===== src/rtl/display_scan_ctrl.sv =====
// Four-digit display scanner: time-multiplexes digit nibbles with dead-time and a tear-free shadow buffer.
// Optional build macro DISPLAY_SCAN_LEADING_ZERO_BLANK_EN auto-blanks leading zero digits 3..1.
module display_scan_ctrl #(
    parameter int CLK_DIV     = 50000,
    parameter int DEAD_CYCLES = 2
) (
    input  logic        clk_in,
    input  logic        rst_in,
    input  logic        en_in,
    input  logic        load_in,
    input  logic [15:0] data_in,
    input  logic [3:0]  dp_in,
    input  logic [3:0]  blank_in,
    output logic [1:0]  sel_out,
    output logic        en_n_out,
    output logic [3:0]  nibble_out,
    output logic        dp_out,
    output logic        frame_out
);

    localparam int CNT_MAX = (CLK_DIV > DEAD_CYCLES + 1) ? CLK_DIV : DEAD_CYCLES + 1;
    localparam int CNT_W   = (CNT_MAX > 1) ? $clog2(CNT_MAX) : 1;
    localparam logic [CNT_W-1:0] SCAN_LAST = CNT_W'(CLK_DIV - 1);
    localparam logic [CNT_W-1:0] DEAD_LAST = CNT_W'((DEAD_CYCLES > 0) ? DEAD_CYCLES - 1 : 0);

    typedef enum logic [1:0] {
        S_IDLE = 2'd0,
        S_SCAN = 2'd1,
        S_DEAD = 2'd2
    } state_t;

    state_t           r_state;
    logic [CNT_W-1:0] r_cnt;
    logic [1:0]       r_sel;
    logic             r_en_n;
    logic [3:0]       r_nibble;
    logic             r_dp;
    logic             r_frame;
    logic [15:0]      r_sh_data;
    logic [3:0]       r_sh_dp;
    logic [3:0]       r_sh_blank;
    logic [15:0]      r_pd_data;
    logic [3:0]       r_pd_dp;
    logic [3:0]       r_pd_blank;
    logic             r_pd_valid;

    state_t           w_state_nxt;
    logic [CNT_W-1:0] w_cnt_nxt;
    logic [1:0]       w_sel_nxt;
    logic             w_adv;
    logic             w_wrap;
    logic [15:0]      w_sh_data;
    logic [3:0]       w_sh_dp;
    logic [3:0]       w_sh_blank;
    logic [15:0]      w_pd_data;
    logic [3:0]       w_pd_dp;
    logic [3:0]       w_pd_blank;
    logic             w_pd_valid;
    logic [3:0]       w_lz;
    logic             w_en_n_nxt;
    logic [3:0]       w_nibble_nxt;
    logic             w_dp_nxt;

    always_ff @(posedge clk_in or posedge rst_in) begin
        if (rst_in) begin
            r_state    <= S_IDLE;
            r_cnt      <= '0;
            r_sel      <= 2'd0;
            r_en_n     <= 1'b1;
            r_nibble   <= 4'd0;
            r_dp       <= 1'b0;
            r_frame    <= 1'b0;
            r_sh_data  <= 16'd0;
            r_sh_dp    <= 4'd0;
            r_sh_blank <= 4'd0;
            r_pd_data  <= 16'd0;
            r_pd_dp    <= 4'd0;
            r_pd_blank <= 4'd0;
            r_pd_valid <= 1'b0;
        end else begin
            r_state    <= w_state_nxt;
            r_cnt      <= w_cnt_nxt;
            r_sel      <= w_sel_nxt;
            r_en_n     <= w_en_n_nxt;
            r_nibble   <= w_nibble_nxt;
            r_dp       <= w_dp_nxt;
            r_frame    <= w_wrap;
            r_sh_data  <= w_sh_data;
            r_sh_dp    <= w_sh_dp;
            r_sh_blank <= w_sh_blank;
            r_pd_data  <= w_pd_data;
            r_pd_dp    <= w_pd_dp;
            r_pd_blank <= w_pd_blank;
            r_pd_valid <= w_pd_valid;
        end
    end

    always_comb begin
        w_state_nxt = r_state;
        w_cnt_nxt   = r_cnt;
        w_sel_nxt   = r_sel;
        w_adv       = 1'b0;
        w_wrap      = 1'b0;
        case (r_state)
            S_IDLE: begin
                w_cnt_nxt = '0;
                w_sel_nxt = 2'd0;
                if (en_in) begin
                    w_state_nxt = S_SCAN;
                end
            end
            S_SCAN: begin
                if (!en_in) begin
                    w_state_nxt = S_IDLE;
                    w_cnt_nxt   = '0;
                    w_sel_nxt   = 2'd0;
                end else if (r_cnt == SCAN_LAST) begin
                    w_cnt_nxt = '0;
                    if (DEAD_CYCLES > 0) begin
                        w_state_nxt = S_DEAD;
                    end else begin
                        w_adv = 1'b1;
                    end
                end else begin
                    w_cnt_nxt = r_cnt + CNT_W'(1);
                end
            end
            S_DEAD: begin
                if (!en_in) begin
                    w_state_nxt = S_IDLE;
                    w_cnt_nxt   = '0;
                    w_sel_nxt   = 2'd0;
                end else if (r_cnt == DEAD_LAST) begin
                    w_state_nxt = S_SCAN;
                    w_cnt_nxt   = '0;
                    w_adv       = 1'b1;
                end else begin
                    w_cnt_nxt = r_cnt + CNT_W'(1);
                end
            end
            default: begin
                w_state_nxt = S_IDLE;
                w_cnt_nxt   = '0;
                w_sel_nxt   = 2'd0;
            end
        endcase
        if (w_adv) begin
            w_sel_nxt = r_sel + 2'd1;
            w_wrap    = (r_sel == 2'd3);
        end
    end

    // Wrap promotion happens before load capture so a load on the wrap edge waits for the next wrap.
    always_comb begin
        w_sh_data  = r_sh_data;
        w_sh_dp    = r_sh_dp;
        w_sh_blank = r_sh_blank;
        w_pd_data  = r_pd_data;
        w_pd_dp    = r_pd_dp;
        w_pd_blank = r_pd_blank;
        w_pd_valid = r_pd_valid;
        if (w_wrap && r_pd_valid) begin
            w_sh_data  = r_pd_data;
            w_sh_dp    = r_pd_dp;
            w_sh_blank = r_pd_blank;
            w_pd_valid = 1'b0;
        end
        if (load_in) begin
            if (r_state == S_IDLE) begin
                w_sh_data  = data_in;
                w_sh_dp    = dp_in;
                w_sh_blank = blank_in;
            end else begin
                w_pd_data  = data_in;
                w_pd_dp    = dp_in;
                w_pd_blank = blank_in;
                w_pd_valid = 1'b1;
            end
        end
    end

`ifdef DISPLAY_SCAN_LEADING_ZERO_BLANK_EN
    assign w_lz[3] = (w_sh_data[15:12] == 4'd0);
    assign w_lz[2] = w_lz[3] && (w_sh_data[11:8] == 4'd0);
    assign w_lz[1] = w_lz[2] && (w_sh_data[7:4] == 4'd0);
    assign w_lz[0] = 1'b0;
`else
    assign w_lz = 4'd0;
`endif

    // Outputs are computed from next-state values so they are registered alongside the state.
    always_comb begin
        w_en_n_nxt   = 1'b1;
        w_nibble_nxt = r_nibble;
        w_dp_nxt     = r_dp;
        if (w_state_nxt == S_SCAN) begin
            w_nibble_nxt = w_sh_data[{w_sel_nxt, 2'b00} +: 4];
            w_dp_nxt     = w_sh_dp[w_sel_nxt];
            w_en_n_nxt   = w_sh_blank[w_sel_nxt] | w_lz[w_sel_nxt];
        end
    end

    assign sel_out    = r_sel;
    assign en_n_out   = r_en_n;
    assign nibble_out = r_nibble;
    assign dp_out     = r_dp;
    assign frame_out  = r_frame;

endmodule


===== config.mk =====
export PLATFORM = sky130hd
export DESIGN_NAME = display_scan_ctrl
export DESIGN_NICKNAME = d
export VERILOG_FILES = /design/src/rtl/display_scan_ctrl.sv
export SDC_FILE = /design/constraint.sdc
export NUM_CORES = 1
export LEC_CHECK = 0
export ABC_AREA = 0
export BUFFER_PORTS_ARGS = -buffer_cell sky130_fd_sc_hd__buf_2
export CORE_ASPECT_RATIO = 1.4
export CORE_UTILIZATION = 40
export CTS_BUF_LIST = sky130_fd_sc_hd__clkbuf_4 sky130_fd_sc_hd__clkbuf_8
export CTS_CLUSTER_DIAMETER = 80
export DETAILED_ROUTE_END_ITERATION = 16
export GPL_ROUTABILITY_DRIVEN = 0
export HOLD_SLACK_MARGIN = 0.03
export SYNTH_ARGS = -nofsm -noshare
export SYNTH_HDL_FRONTEND = slang
export SYNTH_SLANG_ARGS = --single-unit

===== constraint.sdc =====
create_clock -name clk_in -period 2.7 [get_ports clk_in]
set_input_delay 0.54 -clock clk_in [delete_from_list [all_inputs] [get_ports clk_in]]
set_output_delay 0.54 -clock clk_in [all_outputs]
set_load 0.1 [all_outputs]

==> reports/metrics.csv <==
metric,value,unit
die outline area,0.009755,mm2
Syn-to-layout area delta,30.51,%
post-synthesis sequential area ratio,50.84,%
maximum fanout along the worst path,5,
syn_nets,404,
Hold Path Class,input pin to asynchronous set/reset pin,
filler cell count,794,
number of global-route vias before repair,3206,
Die Height,116.5,um
clock buffer depth,2,
row cnt,41,
max_cap viols,0,
final-report setup violation count,1,
reg2reg path depth,12,
Netlist cell types,44,
clock sinks,76,
"Clk Latency, worst-skew pair",0.36,ns
Core Area,0.009029,mm2
failing checks,negative setup slack,
top post-synthesis cells by area,"dfrtp_1 50%, mux2_2 7.2%, nor2_1 5.6%",
initial DRC count,191,
r2r setup slk,-0.03,ns
routed vias/inst,5.716,
Peak supply drop,0.0006528,V
grt ovf,0,
FF+latch area,0.001903,mm2
CTS clock-pin slew for the worst setup and hold paths,0.08,ns
Multi-input gate area,0.001942,mm2
mapped cell area,0.003744,mm2
Max-slew headroom,64.97,%
Final nets,475,
PortBufs,36,
number of top-level pins,37,
Cells after Synth,369,
"antenna viol nets, final",0,
P_leak,2.006,nW
WL per Instance,17.64,um
"most common cell after layout, fill and taps aside",dfrtp_1,
fraction of layout cells with a size suffix above 1,39.33,%
initial antenna violation count,0,
Antenna diodes,0,
Synth async-reset ratio,100.0,%
via count,3155,
Crit Path Category,register to register,
Util after Layout,54.12,%
Synth area leader,dfrtp_1,
Final min period,2.727,ns
Starting Density,41.46,%
critical path launch point type,register,
RR Startpoint,r_state[0]$_DFF_PP0_,
#FFs+latches synth,76,
Total GRT Usage,20.71,%
clk root buf,clkbuf_8,
Worst R2R End,nibble_out[2]$_DFFE_PP0N_,
Design Power,4.064,mW
DPL Wire Length,6.244,mm
Final WS setup,-0.02680,ns
Die Wd,83.76,um
overall routed net length,9.739,mm
final slew viol count,0,
f_max,366.7,MHz
"Warnings, synthesis",0,
largest net degree at the start of global routing,77,
Remaining DRCs,0,
first-pass GRT wire length,15.75,mm
syn avg cell area,10.15,um2
RSZ-0062 raised after global routing,true,
router iterations before antenna repair,4,
Slew @ Worst Pin,0.5242,ns
CTS tree,built,
worst endpoint data arrival time,2.99,ns
total CTS buffers,9,
post-synth top area share,50.13,%
CP required,2.97,ns
outcome,"complete, but fails checks",
Post-synth EDFFs,0,
period utilization,101.0,%
"commonest cells after routing, fill and taps aside","75 x dfrtp_1, 54 x nor2_1, 37 x buf_2, 37 x buf_4, 28 x nand4_1",
H-tree depth,3,
final clock skew,0.01482,ns
CP endpoint kind,register,
Power Dens Cells,831.7,mW/mm2
final count of hold timing violations,0,
Most used DFF post-synth,dfrtp_1,
cell usage after synthesis (4+ instances only):
library cell  count
nor2_1           56
o21ai_0          30
xor2_1            6
nand2_1           9
xnor2_1           8
clkbuf_1         23
and3_1            4
o31ai_1           5
inv_1             6
mux2_2           24
nand3_1          18
nand4_1          28
a31oi_1          25
a221oi_1          9
ha_1              7
dfrtp_1          75
cell type report:
cell class / count / share of cell area (%)
clock inverters: 5 / 1.229
multi-input cells: 260 / 39.74
clock buffers: 11 / 2.971
repair buffers: 86 / 13.83
flip-flops and latches: 76 / 38.95
well taps: 107 / 2.740
inverters: 7 / 0.5378
flip-flops by register name (all words and copies together) (netlist names):
name / flops
nibble_out: 4
r_sh_blank: 4
r_pd_blank: 4
r_sh_dp: 4
en_n_out: 1
r_pd_data: 16
r_state: 2
frame_out: 1
r_sh_data: 16
r_cnt: 16
r_pd_valid: 1
sel_out: 2
r_pd_dp: 4
dp_out: 1
metrics by stage:
step	area [um2]	TNS [ns]	setup slack [ns]	hold slack, ns	instances
detailed placement	4294	-0.2160	-0.08942	0.4952	524
CTS	4678	0	0.0008882	0.2684	545
global route	4886	-0.4888	-0.1306	0.3006	552
finish	4886	-0.02680	-0.02680	0.2394	552
global placement	4294	-0.03503	-0.02855	0.4913	524
floorplan	3760	0	0.01223	0.4535	369
repair_timing:
| action | 4_1_cts | 5_1_grt |
|---|---|---|
| setup buffers | 4 | 5 |
| hold buffers | 0 | 0 |
| gates cloned | 1 | 2 |
| resized for setup | 33 | 31 |
| pin swaps | 17 | 16 |
| setup endpoints to repair | 6 | 6 |
critical path, stage by stage (launching register included):
cell and delay [ns]:
dfrtp_1 0.41, inv_2 0.09, ha_4 0.14, or4b_4 0.47, buf_6 0.14, nor4_4 0.25
buf_6 0.17, buf_8 0.13, buf_6 0.10, nand4_1 0.11, a31oi_2 0.29, a221oi_2 0.10
o31ai_1 0.25
power breakdown:
part,switching [mW],internal (mW),total [mW]
logic,0.887,0.563,1.45
registers,0.184,1.52,1.70
clock network,0.444,0.466,0.910
total,1.52,2.55,4.06
worst max path at each step:
stage | to | slack, ns | depth (start not counted) | start
after floorplan | nibble_out[3]$_DFFE_PP0N_ | 0.01 | 9 | r_cnt[1]$_DFF_PP0_
after global placement | nibble_out[3]$_DFFE_PP0N_ | -0.03 | 9 | r_state[0]$_DFF_PP0_
after detailed placement | nibble_out[3]$_DFFE_PP0N_ | -0.09 | 9 | r_state[0]$_DFF_PP0_
final | nibble_out[2]$_DFFE_PP0N_ | -0.03 | 12 | r_state[0]$_DFF_PP0_
after CTS | nibble_out[1]$_DFFE_PP0N_ | 0.0009 | 9 | r_cnt[11]$_DFF_PP0_
after global routing | nibble_out[2]$_DFFE_PP0N_ | -0.13 | 12 | r_state[0]$_DFF_PP0_
cells by family after synthesis:
logic type	share of synthesized area, %
buffers and inverters	3.576
XOR/XNOR	3.275
adder cells (fa/ha/maj)	2.339
AND/OR/NAND/NOR	17.85
AO/OA/AOI/OAI	14.37
multiplexers	7.754
flip-flops	50.84
layer usage:
layer | GRT usage [%] | part of all wire, % | up-vias
met5 | 0 | 0 | -
met4 | 9.153 | 3.2 | 0
met3 | 4.876 | 4.1 | 22
met2 | 35.72 | 52 | 63
met1 | 24.85 | 41 | 1567
li1 | - | - | 1503
Note: power is estimated with default switching activity, not from simulation.
